`config.mk`:
```
export PLATFORM = sky130hd
export DESIGN_NAME = hsb_axis_pkt_limiter
export DESIGN_NICKNAME = d
export VERILOG_FILES = /design/src/rtl/hsb_axis_pkg.sv /design/src/rtl/hsb_axis_skid_buf.sv /design/src/rtl/hsb_axis_pkt_limiter.sv
export SDC_FILE = /design/constraint.sdc
export NUM_CORES = 1
export LEC_CHECK = 0
export ABC_AREA = 1
export BUFFER_PORTS_ARGS = -buffer_cell sky130_fd_sc_hd__buf_2
export CAP_MARGIN = 30
export CORE_MARGIN = 2
export CORE_UTILIZATION = 51
export DETAILED_ROUTE_END_ITERATION = 8
export HOLD_SLACK_MARGIN = 0.08
export PLACE_DENSITY = 0.83
export SETUP_SLACK_MARGIN = 0.3
export SYNTH_ARGS = -nofsm -noshare
export SYNTH_HDL_FRONTEND = slang
export SYNTH_SLANG_ARGS = --single-unit
```
`constraint.sdc`:
```
create_clock -name clk -period 9.1 [get_ports clk]
set_input_delay 0.91 -clock clk [delete_from_list [all_inputs] [get_ports clk]]
set_output_delay 0.91 -clock clk [all_outputs]
set_load 0.02 [all_outputs]
```
`src/rtl/hsb_axis_pkg.sv`:
```
// hsb_axis_pkg: shared types and byte-lane helpers for the AXIS packet limiter
package hsb_axis_pkg;
  localparam int C_KEEP_MAX = 64;
  typedef logic [15:0] len_t;
  typedef enum logic {PASS, DISCARD} state_t;
  function automatic int c_bytes(input int width);
    return width / 8;
  endfunction
  function automatic len_t popcount(input logic [C_KEEP_MAX-1:0] k);
    len_t n = '0;
    for (int i = 0; i < C_KEEP_MAX; i++) n += len_t'(k[i]);
    return n;
  endfunction
  function automatic logic [C_KEEP_MAX-1:0] keep_mask(input int n);
    return n >= C_KEEP_MAX ? '1 : (64'(1) << n) - 64'(1);
  endfunction
endpackage

```
`src/rtl/hsb_axis_skid_buf.sv`:
```
// hsb_axis_skid_buf: 2-entry registered skid buffer, s_ready driven only from registers
module hsb_axis_skid_buf #(
  parameter int W = 8
) (
  input  logic         clk,
  input  logic         resetn,
  input  logic [W-1:0] s_data,
  input  logic         s_valid,
  output logic         s_ready,
  output logic [W-1:0] m_data,
  output logic         m_valid,
  input  logic         m_ready
);
  logic [W-1:0] skid_data;
  logic skid_valid, load_main, in_fire, skid_nxt, m_valid_nxt;
  always_comb begin
    in_fire = s_valid && s_ready;
    load_main = !m_valid || m_ready;
    skid_nxt = load_main ? 1'b0 : (skid_valid || in_fire);
    m_valid_nxt = load_main ? (skid_valid || in_fire) : 1'b1;
  end
  always_ff @(posedge clk or negedge resetn) begin
    if (!resetn) begin
      m_valid <= 1'b0;
      skid_valid <= 1'b0;
      s_ready <= 1'b0;
    end else begin
      m_valid <= m_valid_nxt;
      skid_valid <= skid_nxt;
      s_ready <= !skid_nxt;
    end
  end
  always_ff @(posedge clk) begin
    if (load_main) m_data <= skid_valid ? skid_data : s_data;
    if (!load_main && in_fire) skid_data <= s_data;
  end
endmodule

```
`src/rtl/hsb_axis_pkt_limiter.sv`:
```
// hsb_axis_pkt_limiter: caps AXIS packets at C_MAX_BYTES, trimming the crossing beat and
// dropping the remainder, and reports each forwarded packet's length.
module hsb_axis_pkt_limiter
  import hsb_axis_pkg::*;
#(
  parameter int C_TDATA_WIDTH = 96,
  parameter int C_TUSER_WIDTH = 1,
  parameter int C_MAX_BYTES = 1488
) (
  input  logic                       clk,
  input  logic                       resetn,
  input  logic [C_TDATA_WIDTH-1:0]   s_axis_tdata,
  input  logic [C_TDATA_WIDTH/8-1:0] s_axis_tkeep,
  input  logic [C_TUSER_WIDTH-1:0]   s_axis_tuser,
  input  logic                       s_axis_tlast,
  input  logic                       s_axis_tvalid,
  output logic                       s_axis_tready,
  output logic [C_TDATA_WIDTH-1:0]   m_axis_tdata,
  output logic [C_TDATA_WIDTH/8-1:0] m_axis_tkeep,
  output logic [C_TUSER_WIDTH-1:0]   m_axis_tuser,
  output logic                       m_axis_tlast,
  output logic                       m_axis_tvalid,
  input  logic                       m_axis_tready,
  output logic                       pkt_len_valid,
  output logic [15:0]                pkt_len_bytes,
  output logic                       pkt_truncated
);
  localparam int C_BYTES = c_bytes(C_TDATA_WIDTH);
  localparam int PW = C_TDATA_WIDTH + C_BYTES + C_TUSER_WIDTH + 1 + 16 + 1;
  state_t state;
  len_t running, n_bytes, room, len_o, m_len;
  logic [16:0] sum;
  logic [C_BYTES-1:0] mask, keep_o;
  logic [C_TDATA_WIDTH-1:0] data_o;
  logic [PW-1:0] m_payload;
  logic over, at_max, out_last, trunc_o, push, skid_ready, m_trunc;
  always_comb begin
    n_bytes = popcount(64'(s_axis_tkeep));
    sum = {1'b0, running} + {1'b0, n_bytes};
    over = sum > 17'(C_MAX_BYTES);
    at_max = sum == 17'(C_MAX_BYTES);
    room = len_t'(C_MAX_BYTES) - running;
    mask = C_BYTES'(keep_mask(over ? int'(room) : C_BYTES));
    keep_o = s_axis_tkeep & mask;
    out_last = s_axis_tlast || over || at_max;
    trunc_o = over || (at_max && !s_axis_tlast);
    len_o = over ? len_t'(C_MAX_BYTES) : sum[15:0];
    push = state == PASS && s_axis_tvalid && skid_ready;
  end
  for (genvar i = 0; i < C_BYTES; i++) begin : g_trim
    assign data_o[8*i+:8] = mask[i] ? s_axis_tdata[8*i+:8] : 8'h00;
  end
  assign s_axis_tready = state == DISCARD || skid_ready;
  // The count follows the input side: the next packet may enter while this one's tail is still buffered.
  always_ff @(posedge clk or negedge resetn) begin
    if (!resetn) begin
      state <= PASS;
      running <= '0;
    end else if (state == DISCARD) begin
      if (s_axis_tvalid && s_axis_tlast) state <= PASS;
    end else if (push) begin
      running <= out_last ? '0 : sum[15:0];
      if (trunc_o && !s_axis_tlast) state <= DISCARD;
    end
  end
  hsb_axis_skid_buf #(.W(PW)) u_skid (
    .clk(clk),
    .resetn(resetn),
    .s_data({data_o, keep_o, s_axis_tuser, out_last, len_o, trunc_o}),
    .s_valid(push),
    .s_ready(skid_ready),
    .m_data(m_payload),
    .m_valid(m_axis_tvalid),
    .m_ready(m_axis_tready)
  );
  assign {m_axis_tdata, m_axis_tkeep, m_axis_tuser, m_axis_tlast, m_len, m_trunc} = m_payload;
  always_ff @(posedge clk or negedge resetn) begin
    if (!resetn) begin
      pkt_len_valid <= 1'b0;
      pkt_len_bytes <= '0;
      pkt_truncated <= 1'b0;
    end else begin
      pkt_len_valid <= m_axis_tvalid && m_axis_tready && m_axis_tlast;
      if (m_axis_tvalid && m_axis_tready && m_axis_tlast) begin
        pkt_len_bytes <= m_len;
        pkt_truncated <= m_trunc;
      end
    end
  end
endmodule

```
* Word level (Yosys, flattened, before mapping) *
Index checks and enable logic that the tools add are counted.

cells by class
  $add $sub $neg = 14
  order comparisons = 2
  equality and inequality tests = 1
  shift operators = 1
  multiplexer cells = 23
  bitwise operators = 2
  reduce and logical (&&, ||, !) cells = 20

operators by type and width
  kind                                                   count
  two-way mux 127 bit                                    1
  two-way mux 8 bit                                      12
  two-way mux 16 bit                                     3
  adder 16 x 12 -> 17 bit                                1
  == test 17 x 11 -> 1 bit (second input constant)       1
  > comparator 17 x 11 -> 1 bit (second input constant)  1
  >= comparator 16 x 7 -> 1 bit (second input constant)  1
  left shift 1 x 16 -> 12 bit (first input constant)     1
  subtractor 11 x 16 -> 16 bit (first input constant)    1
  adder 11 x 1 -> 12 bit                                 1
  AND 12 bit                                             1
  two-way mux 12 bit                                     1
  subtractor 12 x 1 -> 12 bit (second input constant)    1
  adder 10 x 1 -> 11 bit                                 1
  adder 9 x 1 -> 10 bit                                  1
  adder 8 x 1 -> 9 bit                                   1
  logical AND 1 bit                                      9
  adder 7 x 1 -> 8 bit                                   1
  adder 6 x 1 -> 7 bit                                   1
  adder 5 x 1 -> 6 bit                                   1
  logical OR 1 bit                                       6
  two-way mux 1 bit                                      6
  adder 4 x 1 -> 5 bit                                   1
  adder 3 x 1 -> 4 bit                                   1
  5 further kinds                                        8

word-level totals
  register bits = 292
  output and inout bits = 130
  logic and storage cells = 73

* Longest topological paths before layout *
  word-level depth = 19
  gate-level depth with buffers = 34
  mapped depth without buffers = 33

* Cells and area by module *
A second synthesis with hierarchy kept.

unflattened totals
  cell total of the unflattened synthesis = 1392
  area total of the unflattened synthesis = 13510.5 µm²

modules (own cells, without submodules)
  module                instances  cells each  area each (µm²)  seq. area each (µm²)
  hsb_axis_skid_buf     1          676         9355.2           7702.4
  hsb_axis_pkt_limiter  1          716         4155.2           875.8

* Least setup slack after synthesis *
No wires, ideal clock.

  path type = input to register
  start point = input m_axis_tready
  end point = register u_skid.skid_data[0], enable pin
  setup time = 1.150 ns
  data arrival time = 8.332 ns
  data required time = 7.950 ns
  path slack = -0.383 ns
  stages = 3
  cells stage by stage = nor2_1 -> inv_1 -> nor2_1

between the ends
  longest elaborated chain between the ends = 3

ends and longest elaborated chain
  what                  line                        source
  start, declared       hsb_axis_pkt_limiter.sv:23  input logic m_axis_tready,
  logical OR 1 bit      hsb_axis_skid_buf.sv:18     load_main = !m_valid || m_ready;
  via u_skid.load_main  hsb_axis_skid_buf.sv:15     logic skid_valid, load_main, in_fire, skid_nxt, m_valid_nxt;
  logical NOT 1 bit     hsb_axis_skid_buf.sv:35     if (!load_main && in_fire) skid_data <= s_data;
  logical AND 1 bit     hsb_axis_skid_buf.sv:35
  end signal, assigned  hsb_axis_skid_buf.sv:35
  end, declared         hsb_axis_skid_buf.sv:14     logic [W-1:0] skid_data;

The timed path passes the listed nets, and every way through them passes these cells.
A chain may end at the register's enable or synchronous reset.

* Worst setup path after layout *
  start point = input s_axis_tkeep[0]
  end point = register u_skid.skid_data[115] (data pin)

between the ends
  longest elaborated chain between the ends = 18

ends and longest elaborated chain
  what                             line                        source
  start, declared                  hsb_axis_pkt_limiter.sv:13  input logic [C_TDATA_WIDTH/8-1:0] s_axis_tkeep,
  adder 1 x 1 -> 2 bit *           hsb_axis_pkg.sv:11          for (int i = 0; i < C_KEEP_MAX; i++) n += len_t'(k[i]);
  adder 2 x 1 -> 3 bit *           hsb_axis_pkg.sv:11
  adder 3 x 1 -> 4 bit *           hsb_axis_pkg.sv:11
  adder 4 x 1 -> 5 bit *           hsb_axis_pkg.sv:11
  adder 5 x 1 -> 6 bit *           hsb_axis_pkg.sv:11
  adder 6 x 1 -> 7 bit *           hsb_axis_pkg.sv:11
  adder 7 x 1 -> 8 bit *           hsb_axis_pkg.sv:11
  adder 8 x 1 -> 9 bit *           hsb_axis_pkg.sv:11
  [3 not listed]                   --
  adder 16 x 12 -> 17 bit *        hsb_axis_pkt_limiter.sv:39  sum = {1'b0, running} + {1'b0, n_bytes};
  > comparator 17 x 11 -> 1 bit *  hsb_axis_pkt_limiter.sv:40  over = sum > 17'(C_MAX_BYTES);
  two-way mux 16 bit *             hsb_axis_pkt_limiter.sv:43  mask = C_BYTES'(keep_mask(over ? int'(room) : C_BYTES));
  left shift 1 x 16 -> 12 bit      hsb_axis_pkg.sv:15          return n >= C_KEEP_MAX ? '1 : (64'(1) << n) - 64'(1);
  subtractor 12 x 1 -> 12 bit      hsb_axis_pkg.sv:15
  two-way mux 12 bit *             hsb_axis_pkg.sv:15
  two-way mux 8 bit *              hsb_axis_pkt_limiter.sv:51  assign data_o[8*i+:8] = mask[i] ? s_axis_tdata[8*i+:8] : 8'h00;
  via data_o[84]                   hsb_axis_pkt_limiter.sv:34  logic [C_TDATA_WIDTH-1:0] data_o;

The timed path passes the listed nets; every way through them passes the cells marked *.

==> metrics.txt <==
clock sink count 292; critical path's slowest cell fa_1; P_leak 7.541 nW; post-DP HPWL 21.88 mm; sequential fraction of the synthesis area 0.6103; Nets 1,722; worst reg2reg path startpoint running[0]$_DFFE_PN0P_; clock share of power 0.301; Detailed Route WL 31.32 mm; Final WS setup 2.496 ns; count of state elements after synthesis 292; status finished clean; R2R depth 29; final period utilization 0.7257; Synth Instances 1,449; post-cts resize count 0; Skew-Pair Late Insertion Delay 0.55 ns; Routed Antenna Nets 0; DR vias 9,844; Final Hold Fails 0; largest net degree at the start of global routing 79; Final Wtd Congestion 0.9156; Worst IR Drop VDD 142.4 uV; start point of the critical path s_axis_tkeep[0]; WP data arrival 6.90 ns; Rel. slew slack 0.4157; Site Rows 60; GRT overflow 0; Initial Util 0.5201; dpl cell area 0.01488 mm^2; prevailing post-synth register cell edfxtp_1; number of global-route vias before repair 9,485; Die X 170.0 um; first-iteration detailed-routing DRC count 784; Fin Setup TNS 0 ns; crit end category flip-flop; drt wl/cell 16.00 um; Die Y 170.0 um; Power Density 242.1 mW/mm^2; Clock Skews 0.01456 ns; synthesis-to-finish area growth 12.60%; buffers added on ports 243; TritonRoute pass-1 iters 6; Tot GR Track Use 0.2120; CTS Buffer Depth 3; number of vias per cell 5.030; worst-margin pin slew 0.8765 ns; largest stage delay on the critical path 0.53 ns; internal cell power 0.002622 W; combinational share of power 0.237; mapped cell area 0.01406 mm^2; Placed Instances 1,897; cts hold-fix bufs 0; switching part of the total 0.3157; reg2reg setup slack 3.04 ns; Seq pwr share 0.462; antenna violations before repair 3; WS Path Type primary input to flip-flop; share of cells above drive strength 1 0.2294; clock tree from TritonCTS built; Critical Path Sink u_skid.skid_data[115]$_DFFE_PP_; Synth Warn # 0; Unique masters post-synth 40; full die area 0.02891 mm^2; Top cell by count, worst path nand2_1; Final Instance Count excl. Fillers 1,957; max-cap violation count 0; ys async rst share 0.1301; Post-synth EDFFs 254; mean post-synth cell area 9.700 um^2; # IOs 244; # H-tree levels 1; fill count 2,305; wire length of the first global-routing pass 48.36 mm; RSZ-0062 raised after global routing no; Clock transition at path regs 0.06 ns; Final Util 0.5856; CP Max Fanout 15; Tmin final 6.604 ns; Fmax 151.4 MHz; most frequent cells in the layout nand2_1, edfxtp_1, buf_2; most common cell after layout, fill and taps aside nand2_1; Critical R2R Capture u_skid.skid_data[115]$_DFFE_PP_; count of final setup violators 0; Hold Path Class primary input to async pin; # Post-CTS Setup Buffers 0; Core Area 0.02703 mm^2; Sw Pwr 0.001210 W; CTS Buf Count 30; Critical Path RT 9.39 ns; Startpoint Class primary input; cell area after layout 0.01583 mm^2; clk root buf clkbuf_16; fin. max-slew vios 0; DR DRC count 0; Place WS 1.995 ns
-- area by class of cell --
| cell class | instances | area (um^2) | share of cell area |
|---|---|---|---|
| sequential | 292 | 8582 | 0.5423 |
| antenna | 3 | 7.507 | 0.0004743 |
| tap | 341 | 426.7 | 0.02696 |
| clock inverter | 23 | 140.1 | 0.008854 |
| multi-input combinational | 820 | 3811 | 0.2408 |
| clock buffer | 33 | 783.3 | 0.04949 |
| inverter | 192 | 728.2 | 0.04601 |
| timing repair buffer | 253 | 1348 | 0.08515 |
-- through the flow --
stage,hold slack [ns],total power [W]
after CTS,0.4452,0.003855
after global placement,0.4308,0.002670
after floorplan,0.4184,0.002485
final,0.3221,0.003832
after global routing,0.3252,0.004027
after detailed placement,0.4328,0.002700
-- per-layer routing --
metal  GRT usage  up-vias  part of all wire
li1            -     4807                 -
met1      0.2688     4608              0.40
met2      0.3624      352              0.49
met3     0.03930       77             0.068
met4     0.08324        0             0.036
met5           0        -                 0
-- flip-flops by register name, indices dropped and copies added (netlist names) --
name	cells
running	16
u_skid.m_data	127
u_skid.skid_valid	1
pkt_truncated	1
pkt_len_bytes	16
pkt_len_valid	1
u_skid.m_valid	1
u_skid.skid_data	127
u_skid.s_ready	1
state	1
-- critical path: cells and delay by family --
family	cells	cell delay, ns
buffers and inverters	6	0.78
adder cells (fa/ha/maj)	7	2.85
AND/OR/NAND/NOR	18	2.33
-- power by group through the flow --
stage / registers, W / logic, W / clock network (W)
finish: 0.00177 / 0.000909 / 0.00115
global route: 0.00179 / 0.00101 / 0.00123
CTS: 0.00177 / 0.000907 / 0.00118
detailed placement: 0.00180 / 0.000904 / 0
global placement: 0.00179 / 0.000876 / 0
floorplan: 0.00182 / 0.000666 / 0
-- cells by family after synthesis --
logic type / share of synthesized area
flops: 0.6103
compound gates: 0.02332
simple gates: 0.2214
buf+inv: 0.1211
other cells: 0.0002668
fa+ha+maj: 0.02119
xor+xnor: 0.002493
-- how the worst min path moves through the flow --
stage / start / cells after the start / slack (ns) / end
floorplan: u_skid.m_data[1]$_DFFE_PP_ / 2 / 0.42 / pkt_len_bytes[0]$_DFFE_PN0P_
global placement: u_skid.m_data[16]$_DFFE_PP_ / 2 / 0.43 / pkt_len_bytes[15]$_DFFE_PN0P_
detailed placement: u_skid.m_data[16]$_DFFE_PP_ / 2 / 0.43 / pkt_len_bytes[15]$_DFFE_PN0P_
CTS: u_skid.m_data[13]$_DFFE_PP_ / 2 / 0.45 / pkt_len_bytes[12]$_DFFE_PN0P_
global route: resetn / 2 / 0.33 / pkt_len_bytes[13]$_DFFE_PN0P_
finish: resetn / 2 / 0.32 / pkt_len_bytes[13]$_DFFE_PN0P_
-- Yosys cell counts, types with 5 or more instances --
cell      count  area, um^2
a21oi_1       7       35.03
a31oi_1       5       31.28
buf_2         5       25.02
buf_4       108       810.8
clkbuf_1     33       123.9
dfrtp_1      38       950.9
edfxtp_1    254        7627
fa_1          8       160.2
ha_1         11       137.6
inv_1       170       638.1
inv_2        18       67.56
nand2_1     464        1742
nand2_2       6       37.54
nand3_1      88       440.4
nand3_2       8       80.08
nand4_1      10       62.56
nor2_1      115       431.7
nor2_2       22       137.6
nor2_4        5       56.30
o21ai_0      27       135.1
o21ai_1       8       40.04
o22ai_1      10       62.56
No activity file was read; power rests on OpenSTA's default activity.
